`src/rtl/nesctrl_scan.sv`:
```
// nesctrl_scan: NES dual-pad 4021 scan sequencer; define NESCTRL_DEBOUNCE_EN for two-scan agreement filtering
module nesctrl_scan #(
  parameter int DIV = 4,
  parameter int POLL_PERIOD = 100000
) (
  input  logic       clk,
  input  logic       rst,
  input  logic       en,
  input  logic       scan_req,
  input  logic       nesctrl_ctrl1_q7,
  input  logic       nesctrl_ctrl2_q7,
  output logic       nesctrl_pl,
  output logic       nesctrl_clk,
  output logic [7:0] nesctrl_ctrl1_data,
  output logic [7:0] nesctrl_ctrl2_data,
  output logic       data_valid,
  output logic       busy
);
  localparam int CW = $clog2(2 * DIV) + 1;
  localparam int PW = $clog2(POLL_PERIOD) + 1;
  typedef enum logic [2:0] {IDLE, LATCH, SAMPLE, CLK_HI, DONE} state_t;
  state_t state, state_n;
  logic [CW-1:0] cnt;
  logic [PW-1:0] poll;
  logic [2:0] idx;
  logic [1:0] s1, s2;
  logic [7:0] sr1, sr2, sr1_n, sr2_n, d1_n, d2_n;
  logic wrap, start, last, cap;
  always_comb begin
    wrap = poll == PW'(POLL_PERIOD - 1);
    start = (wrap && en) || scan_req;
    last = cnt == ((state == LATCH) ? CW'(2 * DIV - 1) : CW'(DIV - 1));
    cap = state == SAMPLE && last;
    sr1_n = sr1;
    sr2_n = sr2;
    if (cap) begin
      sr1_n[idx] = ~s1[1];
      sr2_n[idx] = ~s2[1];
    end
    state_n = state;
    case (state)
      IDLE:    state_n = start ? LATCH : IDLE;
      LATCH:   state_n = last ? SAMPLE : LATCH;
      SAMPLE:  state_n = last ? ((idx == 3'd7) ? DONE : CLK_HI) : SAMPLE;
      CLK_HI:  state_n = last ? SAMPLE : CLK_HI;
      default: state_n = IDLE;
    endcase
  end
`ifdef NESCTRL_DEBOUNCE_EN
  logic [7:0] prev1, prev2;
  always_comb begin
    d1_n = (sr1_n & ~(sr1_n ^ prev1)) | (nesctrl_ctrl1_data & (sr1_n ^ prev1));
    d2_n = (sr2_n & ~(sr2_n ^ prev2)) | (nesctrl_ctrl2_data & (sr2_n ^ prev2));
  end
  always_ff @(posedge clk or negedge rst) begin
    if (!rst) begin
      prev1 <= '0;
      prev2 <= '0;
    end else if (state_n == DONE) begin
      prev1 <= sr1_n;
      prev2 <= sr2_n;
    end
  end
`else
  always_comb begin
    d1_n = sr1_n;
    d2_n = sr2_n;
  end
`endif
  always_ff @(posedge clk or negedge rst) begin
    if (!rst) begin
      state <= IDLE;
      cnt <= '0;
      poll <= '0;
      idx <= '0;
      s1 <= '0;
      s2 <= '0;
      sr1 <= '0;
      sr2 <= '0;
      nesctrl_pl <= 1'b0;
      nesctrl_clk <= 1'b0;
      busy <= 1'b0;
      data_valid <= 1'b0;
      nesctrl_ctrl1_data <= '0;
      nesctrl_ctrl2_data <= '0;
    end else begin
      state <= state_n;
      cnt <= (state_n != state || state == IDLE) ? '0 : cnt + 1'b1;
      poll <= wrap ? '0 : poll + 1'b1;
      idx <= (state == CLK_HI && last) ? idx + 3'd1 : (state == LATCH ? 3'd0 : idx);
      s1 <= {s1[0], nesctrl_ctrl1_q7};
      s2 <= {s2[0], nesctrl_ctrl2_q7};
      sr1 <= sr1_n;
      sr2 <= sr2_n;
      nesctrl_pl <= state_n == LATCH;
      nesctrl_clk <= state_n == CLK_HI;
      busy <= state_n != IDLE;
      data_valid <= state_n == DONE;
      if (state_n == DONE) begin
        nesctrl_ctrl1_data <= d1_n;
        nesctrl_ctrl2_data <= d2_n;
      end
    end
  end
endmodule

```
`config.mk`:
```
export PLATFORM = sky130hd
export DESIGN_NAME = nesctrl_scan
export DESIGN_NICKNAME = d
export VERILOG_FILES = /design/src/rtl/nesctrl_scan.sv
export SDC_FILE = /design/constraint.sdc
export NUM_CORES = 1
export LEC_CHECK = 0
export ABC_AREA = 1
export CAP_MARGIN = 5
export CORE_MARGIN = 10
export CORE_UTILIZATION = 52
export DETAILED_ROUTE_END_ITERATION = 10
export DONT_BUFFER_PORTS = 1
export GPL_ROUTABILITY_DRIVEN = 0
export GPL_TIMING_DRIVEN = 0
export PLACE_DENSITY = 0.67
export SYNTH_ARGS = -nofsm -noshare
export SYNTH_HDL_FRONTEND = slang
export SYNTH_SLANG_ARGS = --single-unit
export TNS_END_PERCENT = 10
```
`constraint.sdc`:
```
create_clock -name clk -period 3.3 [get_ports clk]
set_clock_uncertainty 0.05 [all_clocks]
set_input_delay 0.165 -clock clk [delete_from_list [all_inputs] [get_ports clk]]
set_output_delay 0.165 -clock clk [all_outputs]
set_load 0.01 [all_outputs]
```
==> results of run 1 <==
-- synth_stat cells (4+ instances only) --
cell,n
o21ai_2,6
nand3_1,7
nand2_1,103
xor2_1,8
o21ai_1,9
nor3_1,4
nand2_2,10
nor2_1,24
nand4_1,5
o21ai_0,10
dfrtp_1,68
ha_1,4
inv_1,48
-- how the worst max path moves through the flow --
stage	end	slack [ns]	cells past startpoint
global route	nesctrl_ctrl1_data[6]$_DFFE_PN0P_	1.26	10
detailed placement	nesctrl_ctrl1_data[6]$_DFFE_PN0P_	1.45	10
global placement	nesctrl_ctrl1_data[6]$_DFFE_PN0P_	1.52	10
CTS	nesctrl_ctrl1_data[6]$_DFFE_PN0P_	1.43	10
floorplan	nesctrl_ctrl1_data[0]$_DFFE_PN0P_	1.69	10
finish	nesctrl_ctrl1_data[6]$_DFFE_PN0P_	1.46	10
-- area by class of cell --
cell class / count / area share (%)
Tap cell: 72 / 2.665
Multi-Input combinational cell: 214 / 32.83
Buffer: 3 / 0.8882
Inverter: 51 / 5.699
Clock buffer: 9 / 3.664
Clock inverter: 7 / 2.221
Sequential cell: 68 / 50.33
Timing Repair Buffer: 4 / 1.702
-- routing by layer --
layer / up-vias / routed length [um]
met2: 28 / 2609
met3: 8 / 291
met1: 1003 / 2674
li1: 1074 / -
met5: - / 0
met4: 0 / 96
-- power breakdown --
| group | internal, mW | switching [mW] | total, mW |
|---|---|---|---|
| combinational | 0.00981 | 0.0219 | 0.0317 |
| sequential | 0.841 | 0.00578 | 0.847 |
| clock | 0.352 | 0.326 | 0.679 |
-- metrics by stage --
step	instance area, um^2	hold WS (ns)	power, mW
4_1_cts	3381	0.09021	1.578
3_5_place_dp	3124	-0.1769	0.8734
2_1_floorplan	3034	-0.1806	0.8701
5_1_grt	3381	0.1420	1.619
3_3_place_gp	3124	-0.1768	0.8728
6_report	3381	0.1042	1.557
-- kinds of logic after synthesis --
logic type	Yosys count	share of synthesized area (%)
compound gates	31	6.227
buf+inv	54	7.340
xor+xnor	10	2.887
simple gates	169	25.81
fa+ha+maj	4	1.650
flops	68	56.08
-- sequential cells by signal (all words and copies together) (netlist names) --
signal,flops
busy,1
nesctrl_pl,1
idx,3
state,3
sr1,8
s1,2
data_valid,1
nesctrl_clk,1
nesctrl_ctrl2_data,8
poll,18
cnt,4
nesctrl_ctrl1_data,8
s2,2
sr2,8
-- worst min-delay path: cells and delay by family --
family          cells  cell delay, ns
simple gates        2            0.16
buf+inv             1            0.03
compound gates      1            0.10
==> impl_metrics.py, run 1 <==
metrics = {
    "status": {
        "status": "finished, final reports clean",
    },
    "synth": {
        "synth_edf_count": 0,
        "yosys_warnings": 0,
        "ys_seq_area_share_pct": 56.08,
        "synth_top_area_cell": "dfrtp_1",
        "netlist_instances": 336,
        "ys.flop_type": "dfrtp_1",
        "synth_top_area_share_pct": 56.08,
        "syn_avg_cell_area_um2": 9.030,
        "syn_nets": 346,
        "syn_area_um2": 3034,
        "ys_seq_elements": 68,
        "synthDistinctLibCells": 31,
        "synth_area_leaders": "dfrtp_1, nand2_1, inv_1",
        "async_flop_share_pct": 100.0,
    },
    "worst_setup_path": {
        "r2r_slack_ns": 1.46,
        "cp-end-kind": "register",
        "path_cells": "ha_1, inv_1, nor2_1, nand4_4, inv_2, nand2_2, inv_2, buf_4, nand2_1, nand2_1",
        "max_stage_delay_ns": 0.38,
        "reg2reg_depth": 10,
        "crit_slowest_cell": "dfrtp_1",
        "critPathTopFamily": "simple AND/OR/NAND/NOR gates",
        "timing.rr.start": "cnt[0]$_DFF_PN0_",
        "crit_required_ns": 3.53,
        "cp-start-kind": "register",
        "cp.arrival_ns": 2.06,
        "crit_buf_inv": 4,
        "crit_fanout": 10,
        "worstSetupPathType": "reg2reg",
        "cp-startpoint": "cnt[0]$_DFF_PN0_",
        "rr_endpoint": "nesctrl_ctrl1_data[6]$_DFFE_PN0P_",
    },
    "clock_network": {
        "ctsHtreeMaxLevel": 3,
        "cts_root_buf": "clkbuf_8",
        "cts_buffer_depth": 2,
        "clk_pin_slew_ns": 0.07,
        "postCtsHoldBufs": 4,
        "cts_tree": "built",
        "cts_buffers": 9,
        "post_cts_buffers": 0,
        "worstSkewPairLatency_ns": 0.34,
        "clkSinkCount": 68,
        "post_cts_resized": 0,
    },
    "sta": {
        "setup_viol": 0,
        "slew_headroom_pct": 77.08,
        "final.setup.worst_slack_ns": 1.464,
        "slew_violations": 0,
        "rsz0062_at_grt": "false",
        "fmax_mhz": 544.8,
        "hold_viol": 0,
        "setup-tns-final_ns": 0,
        "period_share_pct": 55.63,
        "period_minus_slack_ns": 1.836,
        "worst_pin_slew_ns": 0.3407,
    },
    "global_route": {
        "met3_usage_pct": 3.778,
        "grt_pass1_vias": 2161,
        "gr-usage-met1_pct": 17.48,
        "use_met2_pct": 20.29,
        "grt_use_total_pct": 13.51,
        "grt_pass1_wl_um": 9894,
        "grt_overflow": 0,
        "grt_max_degree": 69,
        "grt_antenna_before_repair": 0,
        "busiest_layer": "met2",
    },
    "cells_and_area": {
        "final_cell_mix": "nand2_1, dfrtp_1, inv_1, nor2_1",
        "antenna_cells": 0,
        "stdcell_count": 428,
        "drive_gt1_share_pct": 14.61,
        "num-fill-cells": 499,
        "syn_to_final_growth_pct": 11.42,
        "nNetsFinal": 361,
        "final_common_cell": "nand2_1",
        "regArea_um2": 1702,
        "multi_input_area_um2": 1110,
        "final_core_util_pct": 60.65,
    },
    "detailed_routing": {
        "avgViaCountPerCell": 4.937,
        "dr.pass1.iters": 4,
        "avgRoutedWirePerCell_um": 13.25,
        "via_count": 2113,
        "drt-initial-drc-count": 84,
        "wirelength_um": 5671,
        "ant_nets": 0,
        "drc": 0,
    },
    "worst_hold_path": {
        "hold_path.class": "in2reg",
        "hold_path_end": "nesctrl_pl$_DFF_PN0_",
        "min_from": "scan_req",
        "whs_path_depth": 4,
    },
    "pwr": {
        "power-per-cell-area_nw_per_um2": 460.7,
        "power.leakage_nw": 1.785,
        "ir_worst_vdd_mv": 0.2939,
    },
    "placed_design": {
        "portBuffers": 0,
        "pre_cts_ws_ns": 1.450,
        "numPlacedInstances": 408,
        "hpwl_um": 3987,
    },
    "floorplanning": {
        "pin_count": 26,
        "rows": 27,
        "die_x_um": 96.39,
        "start_util_pct": 54.43,
        "dieArea_um2": 9290,
        "coreArea_um2": 5574,
        "die_h_um": 96.39,
    },
    "run": {
        "maxCapViolations": 0,
    },
}
Power figures use the tool's default switching activity.
==> run 2: changes to the inputs <==
- ABC_AREA: 1 -> 0
- clock period: 3.3 -> 1.7 ns (I/O delays scaled with it)
==> impl_metrics.py, run 2 <==
metrics = {
    "worst_setup_path": {
        "crit_slowest_cell": "or4_4",
        "crit_required_ns": 1.89,
        "cp-end-kind": "register",
        "crit_buf_inv": 0,
        "crit_fanout": 3,
        "cp-start-kind": "register",
        "worstSetupPathType": "reg2reg",
        "cp.arrival_ns": 2.02,
        "max_stage_delay_ns": 0.53,
        "critPathTopFamily": "simple AND/OR/NAND/NOR gates",
        "path_cells": "or4_4, nor4_4, a31oi_4, a2111oi_4",
    },
    "placed_design": {
        "place_area_um2": 3132,
        "portBuffers": 0,
        "hpwl_um": 3621,
        "pre_cts_ws_ns": -0.3792,
    },
    "global_route": {
        "grt_overflow": 0,
        "grt_pass1_vias": 1985,
        "grt_use_total_pct": 13.47,
        "grt_max_degree": 69,
        "grt_pass1_wl_um": 9618,
        "grt_antenna_before_repair": 0,
    },
    "synth": {
        "synth_edf_count": 0,
        "yosys_warnings": 0,
        "ys_seq_elements": 68,
        "async_flop_share_pct": 100.0,
        "synth_top_area_cell": "dfrtp_1",
        "netlist_instances": 254,
        "syn_nets": 264,
        "synth_area_leaders": "dfrtp_1, mux2_2, mux2i_1",
        "syn_area_um2": 2973,
        "ys.flop_type": "dfrtp_1",
        "ys_seq_area_share_pct": 57.24,
        "synthDistinctLibCells": 39,
        "synth_top_area_share_pct": 57.24,
        "syn_avg_cell_area_um2": 11.70,
        "synth_most_common_cell": "dfrtp_1",
        "synth_common_cells": "dfrtp_1, inv_1, mux2_2, nor2_1, mux2i_1",
    },
    "floorplanning": {
        "dieArea_um2": 9141,
        "pin_count": 26,
        "die_h_um": 95.61,
        "start_util_pct": 53.66,
        "coreArea_um2": 5540,
        "die_x_um": 95.61,
        "rows": 27,
    },
    "cells_and_area": {
        "stdcell_area_um2": 3677,
        "final_cell_mix": "dfrtp_1, buf_4, inv_1, nor2_1, mux2i_1",
        "final_core_util_pct": 66.37,
        "antenna_cells": 0,
        "syn_to_final_growth_pct": 23.70,
        "largest_reg_flops": 18,
        "num-fill-cells": 415,
        "nNetsFinal": 304,
        "multi_input_area_um2": 1289,
        "drive_gt1_share_pct": 28.43,
        "final_common_cell": "dfrtp_1",
        "regArea_um2": 1705,
        "largest_register": "poll",
    },
    "sta": {
        "setup_viol": 18,
        "period_minus_slack_ns": 1.828,
        "worst_pin_slew_ns": 0.5089,
        "final.setup.worst_slack_ns": -0.1279,
        "period_share_pct": 107.5,
        "rsz0062_at_grt": "true",
        "slew_violations": 0,
        "whs_ns": -0.6262,
        "fmax_mhz": 547.1,
        "setup-tns-final_ns": -0.8684,
        "slew_headroom_pct": 66.07,
        "hold_viol": 68,
    },
    "status": {
        "status": "finished, violations left",
        "violations": "hold timing, setup timing",
    },
    "detailed_routing": {
        "avgViaCountPerCell": 5.286,
        "drc": 0,
        "ant_nets": 0,
        "dr.pass1.iters": 4,
        "avgRoutedWirePerCell_um": 15.63,
        "wirelength_um": 5800,
        "via_count": 1961,
        "drt-initial-drc-count": 53,
    },
    "clock_network": {
        "ctsHtreeMaxLevel": 3,
        "clkSinkCount": 68,
        "clk_pin_slew_ns": 0.08,
        "cts_buffer_depth": 2,
        "cts_root_buf": "clkbuf_8",
        "postCtsHoldBufs": 4,
        "cts_tree": "built",
        "worstSkewPairLatency_ns": 0.35,
        "cts_buffers": 9,
    },
    "pwr": {
        "ir_worst_vdd_mv": 0.5497,
        "power-per-cell-area_nw_per_um2": 782.6,
        "power.leakage_nw": 1.733,
    },
    "worst_hold_path": {
        "hold_path.class": "in2async",
    },
    "run": {
        "maxCapViolations": 0,
    },
}
run 2: cell count changes after synthesis, sizes merged, moves of 12 or more:
cell | before | now
nand2 | 113 | 12
mux2 | 0 | 17
o21ai | 25 | 1
mux2i | 0 | 16
nor2 | 29 | 17
inv | 50 | 22
run 2: worst reg2reg max path, stage by stage, from the launching register on:
cell	delay, ns
dfrtp_1	0.40
or4_4	0.53
nor4_4	0.26
a31oi_4	0.16
a2111oi_4	0.33
run 2: report_power, final:
| group | total, mW | internal (mW) | switching [mW] | leakage (nW) |
|---|---|---|---|---|
| clock network | 1.20 | 0.535 | 0.664 | 0.0896 |
| logic | 0.0415 | 0.0199 | 0.0216 | 0.768 |
| registers | 1.64 | 1.63 | 0.00384 | 0.875 |
| total | 2.88 | 2.19 | 0.690 | 1.73 |
run 2: timing repair:
item / in CTS / in global routing
pin swaps: 17 / 5
setup buffers: 16 / 9
endpoints found under the hold margin: 73 / 68
setup endpoints to repair: 36 / 34
resized for setup: 20 / 11
run 2: layout make-up:
type                       count  share of cell area (%)
buffer                         9                   2.348
clock inverter                 7                   1.429
inverter                      22                   2.246
multi-input combinational    155                   35.05
timing repair buffer          29                   6.737
sequential                    68                   46.38
tap                           72                   2.450
clock buffer                   9                   3.368
run 2: final timing paths:
| path | start | to | slack [ns] | cells past startpoint |
|---|---|---|---|---|
| setup / recovery | poll[6]$_DFF_PN0_ | nesctrl_pl$_DFF_PN0_ | -0.13 | 4 |
| hold / removal | rst | sr2[2]$_DFF_PN0_ | -0.63 | 0 |
| max in group asynchronous | rst | poll[11]$_DFF_PN0_ | 2.12 | 0 |
| min in group clk | scan_req | state[0]$_DFF_PN0_ | 0.13 | 4 |
| hold reg to reg | s2[0]$_DFF_PN0_ | s2[1]$_DFF_PN0_ | 0.30 | 0 |
| setup reg to reg | poll[6]$_DFF_PN0_ | nesctrl_pl$_DFF_PN0_ | -0.13 | 4 |
run 2: per-layer routing:
layer / GRT usage, % / wire length [um] / vias to the layer above
met5: 0 / 0 / -
li1: - / - / 947
met2: 20.54 / 2851 / 37
met1: 16.79 / 2527 / 963
met4: 7.494 / 132 / 0
met3: 3.928 / 288 / 14
run 2: per-stage QoR:
stage / instances / total power, mW
2_1_floorplan: 254 / 1.688
3_3_place_gp: 326 / 1.694
3_5_place_dp: 326 / 1.695
4_1_cts: 362 / 2.894
5_1_grt: 371 / 2.993
6_report: 371 / 2.878
run 2: cell families (layout without fill, tap and decap cells):
family                   count (synthesis)  after routing  share of synthesized area, %
AND/OR/NAND/NOR                         82             82                         15.70
adder cells (fa/ha/maj)                  4              4                         1.684
XOR/XNOR                                16             16                         4.714
flip-flops                              68             68                         57.24
AO/OA/AOI/OAI                           20             20                         4.798
buffers and inverters                   31             76                         4.040
multiplexers                            33             33                         11.83
